$ cat src/rtl/gpio_irq_arbiter_if.sv
// CPU-side interrupt handshake: request line, serviced-source vector and acknowledge.
// The master modport is the arbiter side; the slave modport is the CPU side.
interface gpio_irq_arbiter_if;
   logic       irq_req;
   logic [1:0] irq_vec;
   logic       irq_ack;

   modport master (output irq_req, output irq_vec, input irq_ack);
   modport slave  (input irq_req, input irq_vec, output irq_ack);
endinterface

$ cat src/rtl/gpio_irq_arbiter.sv
// Latches GPIO interrupt pulses into pending/overrun flags and serves them to the CPU
// one at a time by fixed priority, with ack timeout and post-service holdoff.
module gpio_irq_arbiter #(
   parameter int unsigned ACK_TIMEOUT    = 255,
   parameter int unsigned HOLDOFF_CYCLES = 2
) (
   input  logic               clk,
   input  logic               reset,
   input  logic               irq_int0,
   input  logic               irq_int1,
   input  logic               irq_pinchange,
   input  logic [2:0]         src_en,
   input  logic [2:0]         pend_clr,
   input  logic               ovr_clr,
   gpio_irq_arbiter_if.master cpu,
   output logic [2:0]         pending,
   output logic [2:0]         overrun,
   output logic               ack_timeout
);

   localparam int unsigned HoldW = (HOLDOFF_CYCLES > 1) ? $clog2(HOLDOFF_CYCLES) : 1;
   localparam logic [HoldW-1:0] HoldLast = HoldW'(HOLDOFF_CYCLES - 1);
   localparam logic [15:0] TmoLast = 16'(ACK_TIMEOUT - 1);

   typedef enum logic [1:0] {StIdle, StReq, StHold} state_e;

   state_e           state_q;
   logic [2:0]       pend_q;
   logic [2:0]       ovr_q;
   logic             tmo_flag_q;
   logic             req_q;
   logic [1:0]       vec_q;
   logic [15:0]      tmo_cnt_q;
   logic [HoldW-1:0] hold_cnt_q;

   logic [2:0] pulse;
   logic [2:0] clr;
   logic [2:0] ovr_evt;
   logic [2:0] eligible;
   logic [1:0] pick;
   logic       ack_hit;
   logic       withdraw;
   logic       tmo_evt;

   always_comb begin
      pulse    = {irq_pinchange, irq_int1, irq_int0};
      ack_hit  = (state_q == StReq) && cpu.irq_ack;
      clr      = pend_clr | (ack_hit ? (3'b001 << vec_q) : 3'b000);
      // A same-cycle pulse beats any clear and is not an overrun.
      ovr_evt  = pulse & pend_q & ~clr;
      eligible = pend_q & src_en;
      pick     = 2'd0;
      if (eligible[0]) begin
         pick = 2'd0;
      end else if (eligible[1]) begin
         pick = 2'd1;
      end else if (eligible[2]) begin
         pick = 2'd2;
      end
      withdraw = (state_q == StReq) && !ack_hit && pend_clr[vec_q] && !pulse[vec_q];
      tmo_evt  = (state_q == StReq) && !ack_hit && !withdraw && (tmo_cnt_q == TmoLast);
   end

   always_ff @(posedge clk) begin
      if (reset) begin
         state_q    <= StIdle;
         pend_q     <= 3'b000;
         ovr_q      <= 3'b000;
         tmo_flag_q <= 1'b0;
         req_q      <= 1'b0;
         vec_q      <= 2'd0;
         tmo_cnt_q  <= 16'd0;
         hold_cnt_q <= '0;
      end else begin
         pend_q     <= pulse | (pend_q & ~clr);
         ovr_q      <= ovr_evt | (ovr_q & {3{~ovr_clr}});
         tmo_flag_q <= tmo_evt | (tmo_flag_q & ~ovr_clr);
         case (state_q)
            StIdle: begin
               if (eligible != 3'b000) begin
                  vec_q     <= pick;
                  tmo_cnt_q <= 16'd0;
                  req_q     <= 1'b1;
                  state_q   <= StReq;
               end
            end
            StReq: begin
               if (ack_hit || tmo_evt) begin
                  req_q      <= 1'b0;
                  hold_cnt_q <= '0;
                  // With no holdoff, IDLE itself provides the single quiet cycle.
                  state_q    <= (HOLDOFF_CYCLES == 0) ? StIdle : StHold;
               end else if (withdraw) begin
                  req_q   <= 1'b0;
                  state_q <= StIdle;
               end else begin
                  tmo_cnt_q <= tmo_cnt_q + 16'd1;
               end
            end
            StHold: begin
               if (hold_cnt_q == HoldLast) begin
                  state_q <= StIdle;
               end else begin
                  hold_cnt_q <= hold_cnt_q + 1'b1;
               end
            end
            default: begin
               req_q   <= 1'b0;
               state_q <= StIdle;
            end
         endcase
      end
   end

   assign cpu.irq_req = req_q;
   assign cpu.irq_vec = vec_q;
   assign pending     = pend_q;
   assign overrun     = ovr_q;
   assign ack_timeout = tmo_flag_q;

endmodule

$ cat src/flat_wrapper.sv
// flat-port wrapper written by rule: the top's interface ports become plain ports
module gpio_irq_arbiter_flat 
#(
   parameter int unsigned ACK_TIMEOUT    = 255,
   parameter int unsigned HOLDOFF_CYCLES = 2
)
  (clk, reset, irq_int0, irq_int1, irq_pinchange, src_en, pend_clr, ovr_clr, pending, overrun, ack_timeout, cpu_irq_req, cpu_irq_vec, cpu_irq_ack);
  gpio_irq_arbiter_if cpu_i ();
  input  logic clk;
  input  logic reset;
  input  logic irq_int0;
  input  logic irq_int1;
  input  logic irq_pinchange;
  input  logic [2:0] src_en;
  input  logic [2:0] pend_clr;
  input  logic ovr_clr;
  output logic [2:0] pending;
  output logic [2:0] overrun;
  output logic ack_timeout;
  output wire logic [$bits(cpu_i.irq_req)-1:0] cpu_irq_req;
  output wire logic [$bits(cpu_i.irq_vec)-1:0] cpu_irq_vec;
  input wire logic [$bits(cpu_i.irq_ack)-1:0] cpu_irq_ack;
  assign cpu_irq_req = cpu_i.irq_req;
  assign cpu_irq_vec = cpu_i.irq_vec;
  assign cpu_i.irq_ack = cpu_irq_ack;
  gpio_irq_arbiter #(.ACK_TIMEOUT(ACK_TIMEOUT), .HOLDOFF_CYCLES(HOLDOFF_CYCLES)) u_core (.clk(clk), .reset(reset), .irq_int0(irq_int0), .irq_int1(irq_int1), .irq_pinchange(irq_pinchange), .src_en(src_en), .pend_clr(pend_clr), .ovr_clr(ovr_clr), .cpu(cpu_i), .pending(pending), .overrun(overrun), .ack_timeout(ack_timeout));
endmodule
$ cat config.mk
export PLATFORM = sky130hd
export DESIGN_NAME = gpio_irq_arbiter_flat
export DESIGN_NICKNAME = d
export VERILOG_FILES = /design/src/rtl/gpio_irq_arbiter_if.sv /design/src/rtl/gpio_irq_arbiter.sv /design/src/flat_wrapper.sv
export SDC_FILE = /design/constraint.sdc
export NUM_CORES = 1
export LEC_CHECK = 0
export ABC_AREA = 1
export BUFFER_PORTS_ARGS = -buffer_cell sky130_fd_sc_hd__buf_2
export CAP_MARGIN = 0
export CORE_UTILIZATION = 40
export CTS_CLUSTER_SIZE = 24
export DETAILED_ROUTE_END_ITERATION = 8
export HOLD_SLACK_MARGIN = 0.05
export PLACE_DENSITY = 0.69
export SYNTH_ARGS = -nofsm -noshare
export SYNTH_HDL_FRONTEND = slang
export SYNTH_SLANG_ARGS = --single-unit
$ cat constraint.sdc
create_clock -name clk -period 1.8 [get_ports clk]
set_input_delay 0.27 -clock clk [delete_from_list [all_inputs] [get_ports clk]]
set_output_delay 0.27 -clock clk [all_outputs]
set_load 0.02 [all_outputs]
After elaboration in Yosys (flattened, before gate mapping) --
Cells that the tools add are included.
Operators by class: muxes and demuxes 24, bitwise gates (word level) 13, $lt $le $gt $ge 1, reductions and logical operators 19, equality and inequality tests 9, shifts and indexed selects 1, add/subtract/negate cells 2
Operators with widths (count):
- two-way mux 16 bit | 3
- one-hot mux 16 bit (2 select lines) | 1
- adder 16 x 1 -> 16 bit, second input constant | 1
- equality test 16 x 8 -> 1 bit, second input constant | 1
- bitwise AND 3 bit | 5
- two-way mux 2 bit | 7
- bitwise OR 3 bit | 3
- two-way mux 1 bit | 7
- logical AND 1 bit | 6
- inequality test 2 bit, second input constant | 3
- one-hot mux 2 bit (3 select lines) | 1
- AND reduction 3 bit | 2
- binary-select mux 1 bit (select 2 bit) | 2
- inequality test 2 x 1 -> 1 bit, second input constant | 2
- AND reduction 2 bit | 2
- AND reduction 4 bit | 1
- nonzero test 2 bit | 2
- logical NOT 1 bit | 3
- < comparator 2 x 3 -> 1 bit, second input constant | 1
- two-way mux 3 bit | 1
- inequality test 3 x 2 -> 1 bit, second input constant | 1
- NOT 3 bit | 1
- one-hot mux 1 bit (3 select lines) | 1
- nonzero test 3 bit | 1
- other kinds (10) | 11
Word-level totals: input port bits 13, output and inout bits 10, flip-flop bits (word level) 29

Depth between registers and ports, before layout --
Gate-level depths: netlist of the first run.
depth after elaboration 12, depth in mapped cells 11, gate-level depth less buffers 11

Worst setup path before layout of the first run --
Ideal clock, no wire load.
path type register -> register, start point register u_core.vec_q[0] (netlist: u_core.cpu.irq_vec[0]), end point register u_core.tmo_cnt_q[4], stages on the path, launching flop included 11, buffers on the path 1, arrival time 1.399 ns, slack 0.285 ns, clock period less this slack 1.515 ns, setup time 0.116 ns, cell sequence dfxtp_1 > inv_1 > nand2_1 > nor2_1 > nor2_1 > nand3_1 > nand3_2 > nand2_4 > buf_6 > o21ai_0 > nor2_1
On the way: cells in the longest elaborated chain, start to end 10, elaborated cells on any way between the ends 14
Ends and longest elaborated chain:
- start: declaration | line gpio_irq_arbiter.sv:32 | logic [1:0] vec_q;
- start signal: assignment | line gpio_irq_arbiter.sv:81 | vec_q <= pick;
- binary-select mux 1 bit (select 2 bit) | line gpio_irq_arbiter.sv:60 | withdraw = (state_q == StReq) && !ack_hit && pend_clr[vec_q] && !pulse[vec_q];
- two-way mux 1 bit (implied by the code) | line gpio_irq_arbiter.sv:60
- logical AND 1 bit / logical NOT 1 bit (equally long branches) | line gpio_irq_arbiter.sv:60
- logical AND 1 bit (*) | line gpio_irq_arbiter.sv:60
- logical NOT 1 bit | line gpio_irq_arbiter.sv:61 | tmo_evt = (state_q == StReq) && !ack_hit && !withdraw && (tmo_cnt_q == TmoLast);
- logical AND 1 bit (2 in series) | line gpio_irq_arbiter.sv:61
- logical OR 1 bit | line gpio_irq_arbiter.sv:88 | if (ack_hit || tmo_evt) begin
- inequality test 2 bit (no source line)
- AND reduction 4 bit (no source line) (*)
- end signal: assignment | line gpio_irq_arbiter.sv:97 | tmo_cnt_q <= tmo_cnt_q + 16'd1;
- end: declaration | line gpio_irq_arbiter.sv:33 | logic [15:0] tmo_cnt_q;
Every way passes the cells marked *; elsewhere a longest branch is shown, timed or not. The select of a mux whose other input is x is not followed. A chain may end at the register's enable or synchronous reset.

Worst setup path after layout of the first run --
start point register u_core.vec_q[0] (netlist: u_core.cpu.irq_vec[0]), end point register u_core.tmo_cnt_q[1]
Same word-level chain as after synthesis.

==> summary.txt, run 1 <==
Layout
  – Share of cells above drive strength 1: 19.3%
  – Final Cell Area: 0.00205 mm2
  – Non-filler cells, final: 351
  – Final nets: 315
  – # fillers: 424
  – Antenna cells: 0
  – Synthesis-to-finish area growth: 21.6%

Clocking
  – Longest Clk Path Bufs: 2
  – CTS Buf Count: 5
  – TritonCTS Sinks: 29
  – TritonCTS clock tree: built
  – Root Driver: clkbuf_8
  – Clk_lat worst skew: 0.28 ns
  – Clk slew on worst S/H paths: 0.06 ns
  – H-tree levels: 2

Timing
  – Setup TNS: 0 ns
  – Final hold violations: 0
  – Crit path time final: 1.58 ns
  – Skew final: 0.00344 ns
  – Worst slew margin: 69.4%
  – Final worst slack: 0.219 ns
  – RSZ-0062 raised after global routing: false
  – Final Cycle Share: 87.8%
  – Slew Limit Fails: 0
  – Final setup viols: 0
  – Slew of the pin with the lowest slew margin: 0.459 ns
  – Achievable frequency: 633 MHz

Route
  – First drt pass iteration count: 4
  – Routed WL: 3940 um
  – Residual DRC: 0
  – WL/cell: 11.2 um
  – DRT iter0 DRCs: 96
  – Post-route ant nets: 0
  – Vias per cell: 5.05
  – Total number of vias: 1774

Synth
  – Sequential fraction of the synthesis area: 34.4%
  – Syn Std Cell Area: 0.00169 mm2
  – Yosys cell types: 25
  – Post-Syn Nets: 281
  – Gate Count Post-Synth: 266
  – #FFs+latches synth: 29
  – Number of synthesis warnings: 0
  – Mean post-synth cell area: 6.34 um2

Die
  – Die height: 66.9 um
  – Top Ports: 23
  – Die extent in x: 66.9 um
  – Core ar.: 0.00403 mm2
  – Die area: 0.00448 mm2
  – # rows: 23
  – Initial core utilization: 41.9%

GRT
  – Largest net degree at the start of global routing: 20
  – Total global-route track usage: 19.6%
  – First-pass GRT wire length: 6580 um
  – Vias in the first global route: 1514
  – Initial antenna violation count: 0
  – Total grt overflow: 0

Power and ir drop
  – PwrDens: 930 mW/mm2
  – Worst vdd rail ir drop: 0.475 mV
  – P_leak: 0.895 nW

Critical path
  – CP Data Arrival Time: 1.76 ns
  – Critical path required time: 1.98 ns
  – CP Class: reg2reg
  – CP Launch Type: register
  – Critical Path Fanout Max: 16
  – CP Capture Type: register

Outcome
  – Outcome: complete, no violations

Placement
  – Dpl ws: 0.115 ns
  – Routability Congestion: 0.880
  – Area after DPL: 0.00187 mm2
  – PortBufs: 22
  – HPWL after detailed placement: 2870 um
  – Placed cell count: 340

Job
  – # Max-Cap Violations: 0

Min path
  – Hold crit path type: in2reg
## cell type report
cell class	count	area, um2	share of cell area (%)
clock buffer	5	68.8	3.36
clock inverter	3	65.1	3.17
inverter	35	131	6.41
multi-input combinational	196	946	46.1
sequential	29	584	28.5
tap	50	62.6	3.05
timing repair buffer	33	193	9.40
## Yosys cell counts
cell	count	area share, %
a21oi_1	16	4.7
a21oi_2	4	2.1
a221oi_1	1	0.52
a31oi_1	1	0.37
buf_2	2	0.59
buf_6	3	2.0
clkbuf_1	1	0.22
dfxtp_1	29	34
ha_1	2	1.5
inv_1	33	7.3
inv_2	2	0.45
nand2_1	62	14
nand2_2	1	0.37
nand2_4	1	0.67
nand3_1	32	9.5
nand3_2	1	0.59
nand4_1	11	4.1
nor2_1	45	10
nor2_2	1	0.37
nor2_4	2	1.3
nor3_1	2	0.59
o211ai_1	1	0.45
o21ai_0	7	2.1
o21ai_1	5	1.5
o21bai_1	1	0.45
## worst max-delay path, stage by stage (launching register included)
cell,delay [ns]
dfxtp_1,0.34
buf_4,0.15
o21ai_0,0.15
nand2_1,0.06
nand3_1,0.13
nand3_2,0.17
nand2_8,0.18
inv_2,0.13
nor2_1,0.11
nor2_1,0.05
## cell families after synthesis
| kind of cell | synth area share, % |
|---|---|
| buffers and inverters | 10.6 |
| adder cells (fa/ha/maj) | 1.48 |
| AND/OR/NAND/NOR | 41.3 |
| flip-flops | 34.4 |
| AO/OA/AOI/OAI | 12.2 |
## final timing paths
check | startpoint | to | slack (ns) | cells after the start
worst max-delay path | u_core.cpu.irq_vec[0] | u_core.tmo_cnt_q[1] | 0.22 | 9
worst min-delay path | irq_int1 | u_core.pending[1] | 0.24 | 3
worst max register to register | u_core.cpu.irq_vec[0] | u_core.tmo_cnt_q[1] | 0.22 | 9
worst min register to register | u_core.overrun[2] | u_core.overrun[2] | 0.46 | 2
## routing by layer
| layer | global-route usage (%) | share of wire (%) |
|---|---|---|
| met1 | 27.1 | 47 |
| met2 | 27.9 | 45 |
| met3 | 5.99 | 5.9 |
| met4 | 7.18 | 1.5 |
| met5 | 0 | 0 |
## timing repair
item	in CTS	in global routing
setup endpoints to repair	0	8
hold endpoints to repair	0	0
hold buffers	0	0
buffers inserted	0	3
resized for setup	0	7
## cell usage in the layout (no fill, tap or decap)
master / instances
nor2_4: 3
nor2_1: 44
nand4_1: 11
buf_4: 11
nor2_2: 1
dfxtp_2: 3
ha_1: 1
o21ai_0: 7
a31oi_1: 1
nor3_1: 2
nand2_8: 1
inv_1: 33
o211ai_1: 1
bufinv_16: 2
a221oi_1: 1
a21oi_1: 16
a21oi_2: 4
o21ai_1: 5
inv_2: 2
o21bai_1: 1
dfxtp_1: 26
clkbuf_8: 5
ha_2: 1
nand3_2: 1
nand3_1: 32
buf_2: 22
clkinv_2: 1
nand2_1: 62
nand2_2: 1
## report_power, final
| group | total (mW) | switching [mW] | internal, mW | leakage [nW] |
|---|---|---|---|---|
| combinational | 0.355 | 0.218 | 0.136 | 0.588 |
| sequential | 0.749 | 0.0526 | 0.697 | 0.239 |
| clock | 0.802 | 0.253 | 0.549 | 0.0681 |
## per-stage QoR
stage / hold slack (ns) / total power [mW] / utilization (%)
finish: 0.237 / 1.91 / 50.9
global route: 0.255 / 2.01 / 50.9
CTS: 0.235 / 1.90 / 49.8
detailed placement: 0.454 / 1.09 / 46.5
global placement: 0.452 / 1.09 / 46.5
floorplan: 0.339 / 1.01 / -
## registers in the layout, summed over array words and instances, names as in the netlist
name and count:
u_core.cpu.irq_req 1, u_core.cpu.irq_vec 2, u_core.tmo_cnt_q 16, u_core.overrun 3, u_core.pending 3, u_core.ack_timeout 1, u_core.hold_cnt_q 1, u_core.state_q 2
(Power assumes the default switching activity.)
==> run 2: changes to the inputs <==
--- a/config.mk
+++ b/config.mk
@@ -6,13 +6,13 @@
 export NUM_CORES = 1
 export LEC_CHECK = 0
 export ABC_AREA = 1
-export BUFFER_PORTS_ARGS = -buffer_cell sky130_fd_sc_hd__buf_2
 export CAP_MARGIN = 0
 export CORE_UTILIZATION = 40
 export CTS_CLUSTER_SIZE = 24
 export DETAILED_ROUTE_END_ITERATION = 8
+export DONT_BUFFER_PORTS = 1
 export HOLD_SLACK_MARGIN = 0.05
-export PLACE_DENSITY = 0.69
+export PLACE_DENSITY = 0.64
 export SYNTH_ARGS = -nofsm -noshare
 export SYNTH_HDL_FRONTEND = slang
 export SYNTH_SLANG_ARGS = --single-unit
==> summary.txt, run 2 (synthesis gave the netlist of run 1 again) <==
Layout
  – Most frequent cells in the layout: nand2_1, nor2_1, inv_1
  – Largest register by flop count: u_core.tmo_cnt_q
  – Synthesis-to-finish area growth: 13.3%
  – Non-filler cells, final: 331
  – Most common cell after layout, fill and taps aside: nand2_1
  – Antenna cells: 0
  – Final nets: 296
  – Final Core Density: 47.4%
  – Largest register FFs: 16
  – Share of cells above drive strength 1: 11.4%
  – Final Cell Area: 0.00191 mm2

Power and ir drop
  – Power Total: 1.62 mW
  – Seq pwr share: 46.5%
  – P_leak: 0.788 nW
  – P_sw: 503 uW
  – Worst vdd rail ir drop: 0.538 mV
  – PwrDens: 848 mW/mm2
  – Switching share of power: 31.1%
  – Internal power: 1.12 mW
  – Combinational Power Share: 19.8%
  – Clk network pwr share: 33.7%

Clocking
  – Clk_lat worst skew: 0.28 ns
  – Root Driver: clkbuf_8
  – TritonCTS clock tree: built
  – H-tree levels: 2
  – Setup bufs post-CTS: 0
  – Longest Clk Path Bufs: 2
  – TritonCTS Sinks: 29
  – CTS Buf Count: 5
  – Clk slew on worst S/H paths: 0.06 ns

Placement
  – Area after DPL: 0.00179 mm2
  – Placed cell count: 322
  – Routability Congestion: 0.914
  – HPWL after detailed placement: 2870 um
  – PortBufs: 0
  – Dpl ws: 0.141 ns

Route
  – Residual DRC: 0
  – Vias per cell: 4.97
  – WL/cell: 12.1 um
  – Total number of vias: 1644
  – Routed WL: 4000 um
  – First drt pass iteration count: 5
  – DRT iter0 DRCs: 75
  – Post-route ant nets: 0

Timing
  – Final setup viols: 0
  – Worst slew margin: 68.4%
  – Hold slack: 0.0592 ns
  – Skew final: 0.00445 ns
  – Final hold violations: 0
  – Crit path time final: 1.65 ns
  – Slew Limit Fails: 0
  – Final Cycle Share: 91.6%
  – Final worst slack: 0.152 ns
  – Slew of the pin with the lowest slew margin: 0.474 ns
  – Setup TNS: 0 ns
  – Achievable frequency: 607 MHz

Critical path
  – CP Data Arrival Time: 1.86 ns
  – Worst r2r src: u_core.tmo_cnt_q[1]
  – Critical path origin: u_core.tmo_cnt_q[1]
  – CP Class: reg2reg
  – Worst reg-to-reg path cell count: 11
  – Worst r2r dst: u_core.tmo_cnt_q[14]
  – Reg2Reg Setup Slack: 0.15 ns
  – CP Capture Type: register
  – CP Capture Point: u_core.tmo_cnt_q[14]
  – CP Launch Type: register
  – Critical Path Fanout Max: 4
  – Critical path required time: 2.01 ns

Die
  – Die area: 0.00448 mm2
  – Die height: 66.9 um
  – Initial core utilization: 41.9%
  – Die extent in x: 66.9 um
  – # rows: 23
  – Core ar.: 0.00403 mm2
  – Top Ports: 23

GRT
  – Largest net degree at the start of global routing: 18
  – First-pass GRT wire length: 6150 um
  – Initial antenna violation count: 0
  – Total grt overflow: 0
  – Total global-route track usage: 19.0%
  – Vias in the first global route: 1333

Min path
  – Hold_sp: reset
  – Hold crit path type: in2reg

Job
  – # Max-Cap Violations: 0

Outcome
  – Outcome: complete, no violations
[run 2: area by class of cell]
class,instances,area [um2]
multi-input combinational,196,938
tap,50,62.6
timing repair buffer,14,110
sequential,29,582
fill,425,2120
inverter,35,131
clock buffer,7,86.3
[run 2: worst max-delay path, cell delays in order, from the launching register on]
cell and delay, ns:
dfxtp_1 0.39, ha_1 0.23, nand2_1 0.10, nor2_2 0.16, inv_1 0.10, nor2_2 0.13, nand3_1 0.08, nand2_1 0.07
nand2_1 0.06, nor2_1 0.09, nand2_1 0.06, a21oi_1 0.12
[run 2: how the worst min path moves through the flow]
| stage | slack (ns) | endpoint | cells past startpoint |
|---|---|---|---|
| 2_1_floorplan | 0.34 | u_core.ack_timeout | 1 |
| 3_3_place_gp | 0.34 | u_core.overrun[0] | 1 |
| 3_5_place_dp | 0.34 | u_core.ack_timeout | 1 |
| 4_1_cts | 0.05 | u_core.cpu.irq_req | 1 |
| 5_1_grt | 0.06 | u_core.pending[1] | 1 |
| 6_report | 0.06 | u_core.pending[1] | 1 |
[run 2: layer usage]
layer	GRT usage [%]	up-vias	part of all wire [%]
met5	0	-	0
met4	9.57	0	1.3
met3	4.62	5	5.5
met2	26.4	38	42
met1	26.7	710	51
li1	-	891	-
[run 2: power by group through the flow]
stage | Combinational, mW | Sequential (mW) | Clock, mW
after floorplan | 0.242 | 0.765 | 0
after global placement | 0.306 | 0.765 | 0
after detailed placement | 0.306 | 0.765 | 0
after CTS | 0.312 | 0.751 | 0.561
after global routing | 0.365 | 0.760 | 0.584
final | 0.321 | 0.753 | 0.546
[run 2: repair_timing]
| action | in CTS | in global routing |
|---|---|---|
| resized for setup | 0 | 3 |
| hold buffers | 1 | 1 |
| hold endpoints to repair | 8 | 5 |
| setup endpoints to repair | 0 | 5 |
